## config.mk

```make
export PLATFORM = sky130hd
export DESIGN_NAME = usb_token_rx_flat
export DESIGN_NICKNAME = d
export VERILOG_FILES = /design/src/rtl/usb_token_rx_if.sv /design/src/rtl/usb_token_rx.sv /design/src/flat_wrapper.sv
export SDC_FILE = /design/constraint.sdc
export NUM_CORES = 1
export LEC_CHECK = 0
export CAP_MARGIN = 20
export CORE_ASPECT_RATIO = 1.5
export CORE_UTILIZATION = 53
export DETAILED_ROUTE_END_ITERATION = 10
export PLACE_DENSITY_LB_ADDON = 0.25
export SETUP_SLACK_MARGIN = 0.5
export SLEW_MARGIN = 10
export SYNTH_ARGS = -nofsm -noshare
export SYNTH_HDL_FRONTEND = slang
export SYNTH_SLANG_ARGS = --single-unit
```

## constraint.sdc

```tcl
create_clock -name clk -period 3.75 [get_ports clk]
set_clock_uncertainty 0.1 [all_clocks]
set_input_delay 0.5625 -clock clk [delete_from_list [all_inputs] [get_ports clk]]
set_output_delay 0.5625 -clock clk [all_outputs]
set_load 0.02 [all_outputs]
```

## src/rtl/usb_token_rx_if.sv

```systemverilog
// usb_token_rx_if
//   UTMI-style receive byte stream between the PHY/SIE receive path and the
//   token receiver.
//   rx_active : high for the duration of a received packet
//   rx_valid  : rx_data holds a new byte this cycle
//   rx_data   : received byte, LSB = first bit on the wire
//   rx_error  : PHY error (bit-stuff/EOP); aborts the current packet
//   modport master : the side producing the stream (PHY / testbench)
//   modport slave  : the side consuming the stream (usb_token_rx)
interface usb_token_rx_if;
  logic       rx_active;
  logic       rx_valid;
  logic [7:0] rx_data;
  logic       rx_error;

  modport master (output rx_active, rx_valid, rx_data, rx_error);
  modport slave  (input  rx_active, rx_valid, rx_data, rx_error);
endinterface

```

## src/rtl/usb_token_rx.sv

```systemverilog
// usb_token_rx
//   Device-side receiver/checker for USB token packets (OUT, IN, SETUP, SOF).
//   Validates the PID check nibble, the byte count and the CRC5, then presents
//   the decoded address/endpoint or frame number with a one-cycle strobe.
//   Ports:
//     clk, reset          : clock, synchronous active-high reset
//     rx                  : receive byte stream (usb_token_rx_if.slave)
//     io_dev_addr_i       : own device address (used when ADDR_FILTER_EN=1)
//     io_token_valid_o    : one-cycle pulse, good token decoded
//     io_pid_o            : token PID of the last good token
//     io_addr_o, io_ep_o  : address/endpoint of the last good IN/OUT/SETUP
//     io_frame_o          : frame number of the last good SOF
//     io_crc_err_o        : one-cycle pulse, CRC5 mismatch
//     io_pid_err_o        : one-cycle pulse, PID check nibble mismatch
//     io_len_err_o        : one-cycle pulse, token with byte count other than 2
//     io_busy_o           : high in any state other than IDLE

// Serial USB CRC5 (x^5 + x^2 + 1) over 11 data bits, LSB first.
module UsbCrc5 (
  input  logic [4:0]  io_crc_i,
  input  logic [10:0] io_data_i,
  output logic [4:0]  io_crc_o
);
  logic [4:0] c;

  always_comb begin
    c = io_crc_i;
    for (int i = 0; i < 11; i++) begin
      c = {c[3:0], 1'b0} ^ (((io_data_i[i] ^ c[4]) == 1'b1) ? 5'h05 : 5'h00);
    end
  end

  assign io_crc_o = c;
endmodule

module usb_token_rx #(
  parameter bit ADDR_FILTER_EN = 1'b0
) (
  input  logic                 clk,
  input  logic                 reset,
  usb_token_rx_if.slave        rx,
  input  logic [6:0]           io_dev_addr_i,
  output logic                 io_token_valid_o,
  output logic [3:0]           io_pid_o,
  output logic [6:0]           io_addr_o,
  output logic [3:0]           io_ep_o,
  output logic [10:0]          io_frame_o,
  output logic                 io_crc_err_o,
  output logic                 io_pid_err_o,
  output logic                 io_len_err_o,
  output logic                 io_busy_o
);
  localparam logic [2:0] S_WAIT_IDLE = 3'd0;
  localparam logic [2:0] S_IDLE      = 3'd1;
  localparam logic [2:0] S_PID       = 3'd2;
  localparam logic [2:0] S_DATA      = 3'd3;
  localparam logic [2:0] S_CHECK     = 3'd4;
  localparam logic [2:0] S_DRAIN     = 3'd5;
  localparam logic [3:0] PID_SOF     = 4'h5;

  function automatic logic is_token_pid(input logic [3:0] p);
    case (p)
      4'h1, 4'h9, 4'h5, 4'hD: is_token_pid = 1'b1;
      default:                is_token_pid = 1'b0;
    endcase
  endfunction

  logic [2:0]  state_q, state_d;
  logic [1:0]  cnt_q, cnt_d;
  logic [7:0]  byte1_q, byte1_d, byte2_q, byte2_d;
  logic [3:0]  tpid_q, tpid_d;
  logic        pid_err_d;
  logic        busy_q;
  logic        valid_q, crc_err_q, pid_err_q, len_err_q;
  logic [3:0]  pid_q;
  logic [6:0]  addr_q;
  logic [3:0]  ep_q;
  logic [10:0] frame_q;

  always_comb begin
    state_d   = state_q;
    cnt_d     = cnt_q;
    byte1_d   = byte1_q;
    byte2_d   = byte2_q;
    tpid_d    = tpid_q;
    pid_err_d = 1'b0;
    case (state_q)
      S_WAIT_IDLE: if (!rx.rx_active) state_d = S_IDLE;
      S_IDLE:      if (rx.rx_active) state_d = S_PID;
      S_PID: begin
        if (rx.rx_error) begin
          state_d = rx.rx_active ? S_DRAIN : S_IDLE;
        end else if (rx.rx_valid) begin
          if (rx.rx_data[7:4] != ~rx.rx_data[3:0]) begin
            pid_err_d = 1'b1;
            state_d   = S_DRAIN;
          end else if (is_token_pid(rx.rx_data[3:0])) begin
            tpid_d  = rx.rx_data[3:0];
            cnt_d   = 2'd0;
            // A token PID ending the packet on its own goes straight to
            // CHECK so the short packet still reports a length error.
            state_d = rx.rx_active ? S_DATA : S_CHECK;
          end else begin
            state_d = S_DRAIN;
          end
        end else if (!rx.rx_active) begin
          state_d = S_IDLE;
        end
      end
      S_DATA: begin
        if (rx.rx_error) begin
          state_d = rx.rx_active ? S_DRAIN : S_IDLE;
        end else begin
          // A byte arriving together with the falling active is counted
          // before the packet is evaluated.
          if (rx.rx_valid) begin
            if (cnt_q == 2'd0) byte1_d = rx.rx_data;
            if (cnt_q == 2'd1) byte2_d = rx.rx_data;
            if (cnt_q != 2'd3) cnt_d = cnt_q + 2'd1;
          end
          if (!rx.rx_active) state_d = S_CHECK;
        end
      end
      S_CHECK:     state_d = S_IDLE;
      S_DRAIN:     if (!rx.rx_active) state_d = S_IDLE;
      default:     state_d = S_WAIT_IDLE;
    endcase
  end

  // The packet is judged on the cycle that enters CHECK, so the registered
  // pulse is visible during the CHECK cycle itself.
  logic [4:0]  crc_raw, crc_wire;
  logic        go_check, len_ok, crc_ok, addr_miss, tok_ok, is_sof;

  UsbCrc5 u_crc5 (
    .io_crc_i  (5'h1F),
    .io_data_i ({byte2_d[2:0], byte1_d}),
    .io_crc_o  (crc_raw)
  );

  // Transmitted CRC is the complemented register, MSB first on the wire.
  assign crc_wire  = ~{crc_raw[0], crc_raw[1], crc_raw[2], crc_raw[3], crc_raw[4]};
  assign go_check  = (state_d == S_CHECK) && (state_q != S_CHECK);
  assign len_ok    = (cnt_d == 2'd2);
  assign crc_ok    = (byte2_d[7:3] == crc_wire);
  assign is_sof    = (tpid_d == PID_SOF);
  assign addr_miss = ADDR_FILTER_EN && !is_sof && (byte1_d[6:0] != io_dev_addr_i);
  assign tok_ok    = go_check && len_ok && crc_ok && !addr_miss;

  always_ff @(posedge clk) begin
    if (reset) begin
      state_q   <= S_WAIT_IDLE;
      busy_q    <= 1'b0;
      valid_q   <= 1'b0;
      crc_err_q <= 1'b0;
      pid_err_q <= 1'b0;
      len_err_q <= 1'b0;
      pid_q     <= 4'h0;
      addr_q    <= 7'h00;
      ep_q      <= 4'h0;
      frame_q   <= 11'h000;
    end else begin
      state_q   <= state_d;
      busy_q    <= (state_d != S_IDLE);
      valid_q   <= tok_ok;
      crc_err_q <= go_check && len_ok && !crc_ok;
      pid_err_q <= pid_err_d;
      len_err_q <= go_check && !len_ok;
      if (tok_ok) begin
        pid_q <= tpid_d;
        if (is_sof) begin
          frame_q <= {byte2_d[2:0], byte1_d};
        end else begin
          addr_q <= byte1_d[6:0];
          ep_q   <= {byte2_d[2:0], byte1_d[7]};
        end
      end
    end
  end

  // Packet capture registers carry no reset; PID reloads the counter.
  always_ff @(posedge clk) begin
    cnt_q   <= cnt_d;
    byte1_q <= byte1_d;
    byte2_q <= byte2_d;
    tpid_q  <= tpid_d;
  end

  assign io_token_valid_o = valid_q;
  assign io_crc_err_o     = crc_err_q;
  assign io_pid_err_o     = pid_err_q;
  assign io_len_err_o     = len_err_q;
  assign io_busy_o        = busy_q;
  assign io_pid_o         = pid_q;
  assign io_addr_o        = addr_q;
  assign io_ep_o          = ep_q;
  assign io_frame_o       = frame_q;
endmodule

```

## src/flat_wrapper.sv

```systemverilog
// flat-port wrapper written by rule: the top's interface ports become plain ports
module usb_token_rx_flat 
#(
  parameter bit ADDR_FILTER_EN = 1'b0
)
  (clk, reset, io_dev_addr_i, io_token_valid_o, io_pid_o, io_addr_o, io_ep_o, io_frame_o, io_crc_err_o, io_pid_err_o, io_len_err_o, io_busy_o, rx_rx_active, rx_rx_valid, rx_rx_data, rx_rx_error);
  usb_token_rx_if rx_i ();
  input  logic clk;
  input  logic reset;
  input  logic [6:0] io_dev_addr_i;
  output logic io_token_valid_o;
  output logic [3:0] io_pid_o;
  output logic [6:0] io_addr_o;
  output logic [3:0] io_ep_o;
  output logic [10:0] io_frame_o;
  output logic io_crc_err_o;
  output logic io_pid_err_o;
  output logic io_len_err_o;
  output logic io_busy_o;
  input wire logic [$bits(rx_i.rx_active)-1:0] rx_rx_active;
  input wire logic [$bits(rx_i.rx_valid)-1:0] rx_rx_valid;
  input wire logic [$bits(rx_i.rx_data)-1:0] rx_rx_data;
  input wire logic [$bits(rx_i.rx_error)-1:0] rx_rx_error;
  assign rx_i.rx_active = rx_rx_active;
  assign rx_i.rx_valid = rx_rx_valid;
  assign rx_i.rx_data = rx_rx_data;
  assign rx_i.rx_error = rx_rx_error;
  usb_token_rx #(.ADDR_FILTER_EN(ADDR_FILTER_EN)) u_core (.clk(clk), .reset(reset), .rx(rx_i), .io_dev_addr_i(io_dev_addr_i), .io_token_valid_o(io_token_valid_o), .io_pid_o(io_pid_o), .io_addr_o(io_addr_o), .io_ep_o(io_ep_o), .io_frame_o(io_frame_o), .io_crc_err_o(io_crc_err_o), .io_pid_err_o(io_pid_err_o), .io_len_err_o(io_len_err_o), .io_busy_o(io_busy_o));
endmodule
```

==> flow_summary.json <==
{
  "synth-edff-count": 0,
  "cp.required_ns": 3.88,
  "final_layout_size_suffix_gt1_share_pct": 24.52,
  "path_clk_slew_ns": 0.09,
  "synthSimpleGateAreaFrac_pct": 18.22,
  "io_pins": 51,
  "rsz0062_at_grt": "yes",
  "clock_latency_ns": 0.31,
  "hold_class": "reg -> reg",
  "power_mw": 1.301,
  "fmax_mhz": 300.8,
  "grt_pass1_vias": 2276,
  "grt_max_degree": 26,
  "seq_area_frac_synth_pct": 38.14,
  "antenna_left": 0,
  "routedWlPerCell_um": 15.34,
  "hpwl_mm": 4.564,
  "synth_nets": 314,
  "avgSynthCellArea_um2": 9.997,
  "max_cap_violations": 0,
  "start_kind": "flop",
  "cts_buffers": 5,
  "hold_viol": 0,
  "synth_top_family_by_area": "simple AND/OR/NAND/NOR gates",
  "synthMuxAreaShare_pct": 18.14,
  "cellPowerDensity_mw_per_mm2": 332.6,
  "htreeDepth": 2,
  "synth_fa_ha_area_share_pct": 0,
  "rows": 32,
  "setup_violations": 0,
  "vdd_drop_max_mv": 0.2674,
  "path_class": "reg -> reg",
  "final_common_cell": "dfxtp_1",
  "ys_ff_latch": 56,
  "grt_first_pass_wirelength_mm": 10.67,
  "synth_compound_area_share_pct": 9.110,
  "insertedDiodeCount": 0,
  "drc": 0,
  "synth_xor_area_share_pct": 12.64,
  "cts.sinks": 56,
  "start_util_pct": 56.04,
  "core_area_mm2": 0.005245,
  "area_delta_synth_final_pct": 33.12,
  "grt.overflow.total": 0,
  "fin_nets": 386,
  "antenna_found_initial": 0,
  "gp_congestion": 0.8954,
  "status": "finished, final reports clean",
  "leakage_nw": 1.535,
  "crit_path_end_kind": "flop",
  "finalCritPeriodShare_pct": 88.65,
  "dieArea_mm2": 0.005853,
  "grt_usage_pct": 23.33,
  "dieHeight_um": 93.21,
  "yosysUniqueCellTypes": 47,
  "drt_iter0_markers": 107,
  "portBuffers": 43,
  "yosys_warnings": 0,
  "synthFlopType": "dfxtp_1",
  "drt_pass1_iterations": 4,
  "hold_slack_ns": 0.3752,
  "ctsHoldBuffers": 0,
  "nFillCells": 371,
  "cp.arrival_ns": 3.46,
  "clockBufferDepth": 2,
  "final_cell_mix": "52 x dfxtp_1, 44 x nand2b_1, 34 x buf_4",
  "viasPerCell": 5.269,
  "netlist_area_mm2": 0.002939,
  "die_w_um": 62.80,
  "period_needed_ns": 3.324,
  "worst_slew_pin_slew_ns": 0.5893,
  "slew_violations": 0,
  "wirelength_mm": 6.674,
  "cts_tree": "done",
  "vias": 2292,
  "root_buffer": "clkbuf_8",
  "crit_fanout": 5,
  "slew_headroom_pct": 60.59,
  "synthesis.instances": 294,
  "synth-async-reset-ratio_pct": 0
}
==> layer usage <==
metal	vias to the layer above	GRT usage, %	part of all wire (%)
li1	1142	-	-
met2	39	43.39	54
met5	-	0	0
met4	0	11.43	2.2
met1	1098	25.59	41
met3	13	3.171	2.6
==> registers in the layout, summed over array words and instances (netlist names) <==
name / cells
u_core.io_busy_o: 1
u_core.io_ep_o: 4
u_core.io_frame_o: 11
u_core.tpid_q: 4
u_core.byte1_q: 8
u_core.io_pid_err_o: 1
u_core.io_token_valid_o: 1
u_core.io_pid_o: 4
u_core.cnt_q: 2
u_core.byte2_q: 8
u_core.io_len_err_o: 1
u_core.io_addr_o: 7
u_core.state_q: 3
u_core.io_crc_err_o: 1
==> where the power goes <==
part	switching, mW	leakage (nW)	total (mW)	internal [mW]
clock network	0.187	0.0455	0.338	0.151
registers	0.0201	0.454	0.631	0.611
logic	0.164	1.04	0.332	0.168
total	0.371	1.53	1.30	0.930
==> cells in the mapped netlist (3+ instances only) <==
master | instances | area share (%)
nor2_1 | 15 | 1.9
inv_1 | 6 | 0.77
xnor2_1 | 12 | 3.6
xor2_1 | 20 | 6.0
a21oi_1 | 10 | 1.7
o21ai_0 | 5 | 0.85
nand2b_1 | 45 | 9.6
clkbuf_1 | 14 | 1.8
nand2_1 | 10 | 1.3
o211ai_1 | 4 | 1.0
mux2i_1 | 33 | 11
dfxtp_1 | 56 | 38
mux2_2 | 17 | 6.5
xnor3_1 | 3 | 2.3
==> area by class of cell <==
class	instances	area, µm²	area share [%]
clock buffers	8	90.09	2.303
well taps	68	85.08	2.175
multi-input cells	214	1795	45.89
inverters	6	22.52	0.5756
repair buffers	83	793.3	20.28
flip-flops and latches	56	1126	28.78
==> repair_timing <==
action / CTS / global route
cloned: 1 / 1
buffers inserted: 10 / 4
pin swaps: 11 / 7
gates resized for setup: 32 / 11
endpoints found under the setup margin: 27 / 22
hold endpoints to repair: 0 / 0
==> critical path, cell delays in order (launching register included) <==
cell	delay [ns]
dfxtp_2	0.35
xnor3_2	0.46
xor2_1	0.17
mux2i_1	0.23
mux2i_1	0.30
buf_4	0.18
o211a_1	0.14
o211ai_1	0.20
buf_4	0.22
a2111oi_4	0.34
buf_4	0.21
clkbuf_16	0.16
mux2i_1	0.20
==> final timing paths <==
kind                               startpoint                                 to  slack (ns)  cells after the start
max                 u_core.byte1_q[3]$_DFF_P_  u_core.io_frame_o[7]$_SDFFE_PP0P_        0.43                     12
min reg2reg  u_core.io_addr_o[1]$_SDFFE_PP0P_   u_core.io_addr_o[1]$_SDFFE_PP0P_        0.38                      2
min          u_core.io_addr_o[1]$_SDFFE_PP0P_   u_core.io_addr_o[1]$_SDFFE_PP0P_        0.38                      2
max reg2reg         u_core.byte1_q[3]$_DFF_P_  u_core.io_frame_o[7]$_SDFFE_PP0P_        0.43                     12
==> logic make-up after synthesis <==
family	after synthesis
simple gates	93
xor+xnor	36
compound gates	34
mux	51
flops	56
buf+inv	24
==> stage by stage <==
step	setup TNS, ns	cell area (µm²)	utilization (%)	worst slack, ns	cells
floorplan	0	2949	-	0.5025	294
global placement	-0.8406	3580	68.25	-0.06527	411
detailed placement	-2.006	3580	68.25	-0.1364	411
CTS	0	3832	73.07	0.5001	430
global route	0	3913	74.59	0.2845	435
finish	0	3913	74.59	0.4257	435
Note: power is estimated with default switching activity, not from simulation.
